File: src/rtl/data_mover_bram_ch.sv
// rtl/data_mover_bram_ch.sv - BRAM0-to-BRAM1 data mover with a fixed-latency per-word operation pipeline.
// Optional cycle counter output o_cycle_cnt is enabled by defining DM_PERF_CNT_EN.
module data_mover_bram_ch #(
    parameter int DWIDTH     = 32,
    parameter int AWIDTH     = 12,
    parameter int CORE_DELAY = 5
) (
    input  logic              clk,
    input  logic              reset,
    input  logic              i_run,
    input  logic [AWIDTH:0]   i_num_cnt,
    input  logic [AWIDTH-1:0] i_src_base,
    input  logic [AWIDTH-1:0] i_dst_base,
    input  logic [1:0]        i_mode,
    input  logic [DWIDTH-1:0] i_operand,
    output logic              o_idle,
    output logic              o_read,
    output logic              o_write,
    output logic              o_done,
    output logic [AWIDTH-1:0] addr_b0,
    output logic              ce_b0,
    output logic              we_b0,
    output logic [DWIDTH-1:0] d_b0,
    input  logic [DWIDTH-1:0] q_b0,
    output logic [AWIDTH-1:0] addr_b1,
    output logic              ce_b1,
    output logic              we_b1,
    output logic [DWIDTH-1:0] d_b1,
    input  logic [DWIDTH-1:0] q_b1
`ifdef DM_PERF_CNT_EN
    ,
    output logic [31:0]       o_cycle_cnt
`endif
);

    typedef enum logic [1:0] {
        S_IDLE  = 2'd0,
        S_READ  = 2'd1,
        S_DRAIN = 2'd2,
        S_DONE  = 2'd3
    } state_t;

    localparam logic [AWIDTH:0] ONE     = (AWIDTH+1)'(1);
    localparam logic [AWIDTH:0] MAX_CNT = ONE << AWIDTH;

    state_t              state;
    state_t              state_n;
    logic [AWIDTH:0]     cnt_r;
    logic [AWIDTH-1:0]   src_r;
    logic [AWIDTH-1:0]   dst_r;
    logic [1:0]          mode_r;
    logic [DWIDTH-1:0]   operand_r;
    logic [AWIDTH:0]     rd_idx;
    logic [AWIDTH:0]     wr_idx;
    logic                rd_pend;
    logic [CORE_DELAY-1:0] pipe_valid;
    logic [DWIDTH-1:0]   pipe_data [CORE_DELAY];
    logic [AWIDTH:0]     cnt_in;
    logic                accept;
    logic                unused_q_b1;

    assign unused_q_b1 = ^q_b1;

    assign cnt_in = (i_num_cnt > MAX_CNT) ? MAX_CNT : i_num_cnt;
    assign accept = (state == S_IDLE) && i_run;

    function automatic logic [DWIDTH-1:0] word_op(input logic [1:0] m,
                                                  input logic [DWIDTH-1:0] a,
                                                  input logic [DWIDTH-1:0] b);
        case (m)
            2'b00:   word_op = a;
            2'b01:   word_op = a + b;
            2'b10:   word_op = a ^ b;
            default: word_op = ~a;
        endcase
    endfunction

    always_ff @(posedge clk) begin
        if (reset) state <= S_IDLE;
        else       state <= state_n;
    end

    always_comb begin
        state_n = state;
        case (state)
            S_IDLE:  if (i_run) state_n = (cnt_in == '0) ? S_DONE : S_READ;
            S_READ:  if (rd_idx == cnt_r - ONE) state_n = S_DRAIN;
            S_DRAIN: if (pipe_valid[CORE_DELAY-1] && (wr_idx == cnt_r - ONE)) state_n = S_DONE;
            default: state_n = S_IDLE;
        endcase
    end

    // Configuration is frozen at acceptance so mid-transfer input changes have no effect.
    always_ff @(posedge clk) begin
        if (reset) begin
            cnt_r     <= '0;
            src_r     <= '0;
            dst_r     <= '0;
            mode_r    <= '0;
            operand_r <= '0;
        end else if (accept) begin
            cnt_r     <= cnt_in;
            src_r     <= i_src_base;
            dst_r     <= i_dst_base;
            mode_r    <= i_mode;
            operand_r <= i_operand;
        end
    end

    always_ff @(posedge clk) begin
        if (reset || accept) rd_idx <= '0;
        else if (state == S_READ) rd_idx <= rd_idx + ONE;
    end

    always_ff @(posedge clk) begin
        if (reset || (state == S_DONE)) wr_idx <= '0;
        else if (pipe_valid[CORE_DELAY-1]) wr_idx <= wr_idx + ONE;
    end

    // rd_pend marks the cycle in which q_b0 carries the word requested one cycle earlier.
    always_ff @(posedge clk) begin
        if (reset) begin
            rd_pend    <= 1'b0;
            pipe_valid <= '0;
            for (int i = 0; i < CORE_DELAY; i++) pipe_data[i] <= '0;
        end else begin
            rd_pend      <= (state == S_READ);
            pipe_valid   <= {pipe_valid[CORE_DELAY-2:0], rd_pend};
            pipe_data[0] <= word_op(mode_r, q_b0, operand_r);
            for (int i = 1; i < CORE_DELAY; i++) pipe_data[i] <= pipe_data[i-1];
        end
    end

`ifdef DM_PERF_CNT_EN
    always_ff @(posedge clk) begin
        if (reset || accept) o_cycle_cnt <= '0;
        else if ((state != S_IDLE) && (o_cycle_cnt != 32'hFFFF_FFFF)) o_cycle_cnt <= o_cycle_cnt + 32'd1;
    end
`endif

    assign o_idle  = (state == S_IDLE);
    assign o_read  = (state == S_READ);
    assign o_write = (state == S_READ) || (state == S_DRAIN);
    assign o_done  = (state == S_DONE);

    assign ce_b0   = (state == S_READ);
    assign addr_b0 = ce_b0 ? (src_r + rd_idx[AWIDTH-1:0]) : '0;
    assign we_b0   = 1'b0;
    assign d_b0    = '0;

    assign we_b1   = pipe_valid[CORE_DELAY-1];
    assign ce_b1   = we_b1;
    assign addr_b1 = we_b1 ? (dst_r + wr_idx[AWIDTH-1:0]) : '0;
    assign d_b1    = we_b1 ? pipe_data[CORE_DELAY-1] : '0;

endmodule

File: config.mk
export PLATFORM = sky130hd
export DESIGN_NAME = data_mover_bram_ch
export DESIGN_NICKNAME = d
export VERILOG_FILES = /design/src/rtl/data_mover_bram_ch.sv
export SDC_FILE = /design/constraint.sdc
export NUM_CORES = 1
export LEC_CHECK = 0
export BUFFER_PORTS_ARGS = -buffer_cell sky130_fd_sc_hd__buf_2
export CELL_PAD_IN_SITES_DETAIL_PLACEMENT = 0
export CELL_PAD_IN_SITES_GLOBAL_PLACEMENT = 2
export CORE_MARGIN = 2
export CORE_UTILIZATION = 34
export DETAILED_ROUTE_END_ITERATION = 6
export PLACE_DENSITY_LB_ADDON = 0.2
export SETUP_SLACK_MARGIN = 0.02
export SKIP_LAST_GASP = 1
export SYNTH_ARGS = -nofsm -noshare
export SYNTH_HDL_FRONTEND = slang
export SYNTH_SLANG_ARGS = --single-unit
File: constraint.sdc
create_clock -name clk -period 3.9 [get_ports clk]
set_input_delay 0.78 -clock clk [delete_from_list [all_inputs] [get_ports clk]]
set_output_delay 0.78 -clock clk [all_outputs]
set_load 0.02 [all_outputs]
==> results.cfg <==
[floorplan]
core.rowCount = 69
die_area_um2 = 38000
core_um2 = 35700
io_pins = 234
initial_core_util = 0.346
die_w_um = 195
die_h_um = 195

[power_and_ir_drop]
p_leak_nw = 6.36
power_per_cell_area_nw_per_um2 = 547
vdd_drop_max_uv = 334
combPwrFrac = 0.241
p_int_mw = 5.59
sw_frac_of_total = 0.301
pwr-share-clk = 0.362
p_sw_mw = 2.41
power_frac_seq = 0.396

[routing]
drtPass1Iterations = 6
ant_nets = 0
wirelength_mm = 30.2
vias = 9306
routed_via_density = 4.76
drc = 0
wl_per_cell_um = 15.4
drt-initial-drc-count = 399

[critical_path]
cp-start-kind = flop
cp.arrival_ns = 2.97
rr_worst_depth = 12
r2r-start = operand_r[0]$_SDFFE_PP0P_
end_kind = primary output
critPathMaxFanout = 2
criticalPathCategory = flop to primary output
r2r_slack_ns = 0.83
timing.rr.end = pipe_data[0][28]$_SDFF_PP0_
crit_required_ns = 3.12

[clock_network]
cts_sinks = 265
ctsHtreeMaxLevel = 1
clkTransAtPathRegs_ns = 0.06
insertion_delay_ns = 0.56
cts_buffers = 30
clockBufferDepth = 3
root_buffer = clkbuf_16
cts_tree = done

[placement]
placed_area_um2 = 13500
dp.cells = 1892
dpl.hpwl_mm = 21.6
port_buffers = 168
place_congestion = 0.862

[final_layout]
area_growth_pct = 18.2
finalNonFillerCells = 1953
multi_input_area_um2 = 6630
final.fill_count = 3614
final_core_util = 0.409
drive_gt1_frac = 0.181
stdcell_area_um2 = 14600
fin_nets = 1669
seqCellArea_um2 = 5320

[global_route]
grt_max_degree = 68
antenna_found_initial = 5
grt_pass1_vias = 8942
grt_use_total = 0.157
grt_pass1_wl_mm = 48.9
grt.overflow.total = 0

[synthesis]
ys.flop_type = dfxtp_1
synth_edf_count = 0
synth.cell_area_um2 = 12400
post_synth_main_area_contributors = dfxtp_1, nor2b_1, ha_1
synth_warnings = 0
postSynthAreaPerCell_um2 = 9.27
synth_async_sr_flop_share = 0
ys_ff_latch = 265
ys_types = 67
yosysTopAreaCellShare = 0.429
synth_top_area_cell = dfxtp_1
synth-seq-area-share = 0.429
netlist_instances = 1336

[run]
drv_cap = 0

[worst_hold_path]
min_path_cells = 2
whs_endpoint = operand_r[15]$_SDFFE_PP0P_
holdCritStartpoint = i_operand[15]
hp-class = primary input to flop

[sta]
worst_slew_pin_slew_ns = 0.971
finalSetupViolations = 0
setup_tns_ns = 0
slew_viol_final = 0
rsz0062_at_grt = true
period_share = 0.962
finalHoldViolCount = 0
hold_ws_ns = 0.429
fin_crit_ns = 3.75
max_clock_freq_ghz = 0.266
slew_headroom = 0.352
fin_worst_skew_ns = 0.0163

[status]
status = completed
-- worst max-delay path, cell delays in order, from the launching register on --
cell,delay (ns)
dfxtp_1,0.31
ha_1,0.22
fa_2,0.36
a21o_1,0.17
a21oi_2,0.16
o21bai_1,0.09
a21oi_2,0.16
o21ai_1,0.12
a21o_1,0.20
a21oi_2,0.18
xnor2_2,0.14
and2_1,0.16
buf_4,0.14
-- layer usage --
layer | vias up | share of wire | GRT usage | wire (um)
met5 | - | 0.00073 | 0 | 22
met4 | 4 | 0.015 | 0.0359 | 463
met3 | 36 | 0.048 | 0.0276 | 1440
met2 | 193 | 0.40 | 0.226 | 12000
met1 | 4195 | 0.54 | 0.240 | 16200
li1 | 4878 | - | - | -
-- how the worst max path moves through the flow --
stage | startpoint | to | slack, ns | cells after the start
after CTS | src_r[0]$_SDFFE_PP0P_ | addr_b0[10] | 0.03 | 12
after global placement | q_b0[0] | pipe_data[0][28]$_SDFF_PP0_ | 0.35 | 13
after detailed placement | q_b0[0] | pipe_data[0][28]$_SDFF_PP0_ | 0.32 | 13
after global routing | wr_idx[0]$_SDFFE_PP0P_ | addr_b1[10] | -0.007 | 12
final | src_r[0]$_SDFFE_PP0P_ | addr_b0[10] | 0.15 | 12
after floorplan | rd_idx[0]$_SDFFE_PP0P_ | addr_b0[10] | 0.68 | 11
-- synth_stat cells, types with 3 or more instances --
cell         n
a2111oi_0    3
a211o_1      5
a211oi_1    24
a21o_1      23
a21oi_1     69
a221oi_1    15
a22o_1      67
a31oi_1      9
a32oi_1      4
and2_1      58
and3_1      11
and4_1       3
buf_1        9
buf_4       35
clkbuf_1    72
dfxtp_1    265
fa_1         3
ha_1        60
inv_1       17
mux2i_1      3
nand2_1     73
nand2b_1     6
nand3_1     17
nand4_1     16
nor2_1      65
nor2b_1    153
nor3_1      11
nor3b_1      3
nor4_1       8
o2111ai_1    4
o211ai_1     7
o21a_1       4
o21ai_0     56
o21bai_1     7
o31ai_1      8
or2_2        3
or3_1        6
or4_1        3
xnor2_1     55
xor2_1      46
-- area by class of cell --
cell class | count | area share
clock inverter | 11 | 0.0121
clock buffer | 43 | 0.0588
antenna | 2 | 0.000342
multi-input combinational | 967 | 0.453
tap | 461 | 0.0394
inverter | 17 | 0.00436
sequential | 265 | 0.364
timing repair buffer | 187 | 0.0678
-- cell families (layout without fill, tap and decap cells) --
family | after synthesis | count (layout) | synth area share
AOI/OAI and AO/OA | 324 | 324 | 0.183
xor gates and xnor gates | 101 | 101 | 0.0715
adders and majority gates | 63 | 63 | 0.0655
buffers and inverters | 136 | 258 | 0.0522
DFF | 265 | 265 | 0.429
muxes | 4 | 4 | 0.00334
other | 1 | 35 | 0.000303
and+or+nand+nor | 442 | 442 | 0.195
-- cell usage in the layout, fill, tap and decap left out, drive strengths merged, types with 56 or more instances in the layout --
master and n:
a22o 67, a21oi 69, ha 60, and2 58
o21ai 56, dfxtp 265, nand2 73, nor2 65
buf 187, nor2b 153
-- registers in the layout (all words and copies together) (netlist names) --
signal,flops
cnt_r,13
dst_r,12
mode_r,2
operand_r,32
pipe_data,160
pipe_valid,5
rd_idx,13
rd_pend,1
src_r,12
state,2
wr_idx,13
-- metrics by stage --
stage | total power, mW | setup slack, ns
6_report | 8.00 | 0.147
5_1_grt | 8.50 | -0.00708
4_1_cts | 8.12 | 0.0273
3_5_place_dp | 5.16 | 0.324
3_3_place_gp | 5.14 | 0.347
2_1_floorplan | 4.65 | 0.678
-- power by group through the flow --
stage / combinational, mW / clock, mW / sequential [mW]
4_1_cts: 1.94 / 3.00 / 3.17
2_1_floorplan: 1.51 / 0 / 3.14
3_3_place_gp: 1.92 / 0 / 3.22
5_1_grt: 2.18 / 3.12 / 3.20
6_report: 1.93 / 2.90 / 3.17
3_5_place_dp: 1.93 / 0 / 3.23
-- timing repair --
action / 4_1_cts / 5_1_grt
buffers inserted: 1 / 4
hold buffers: 0 / 0
endpoints found under the setup margin: 6 / 4
gates resized for setup: 16 / 9
pin swaps: 2 / 7
(Power assumes the default switching activity.)
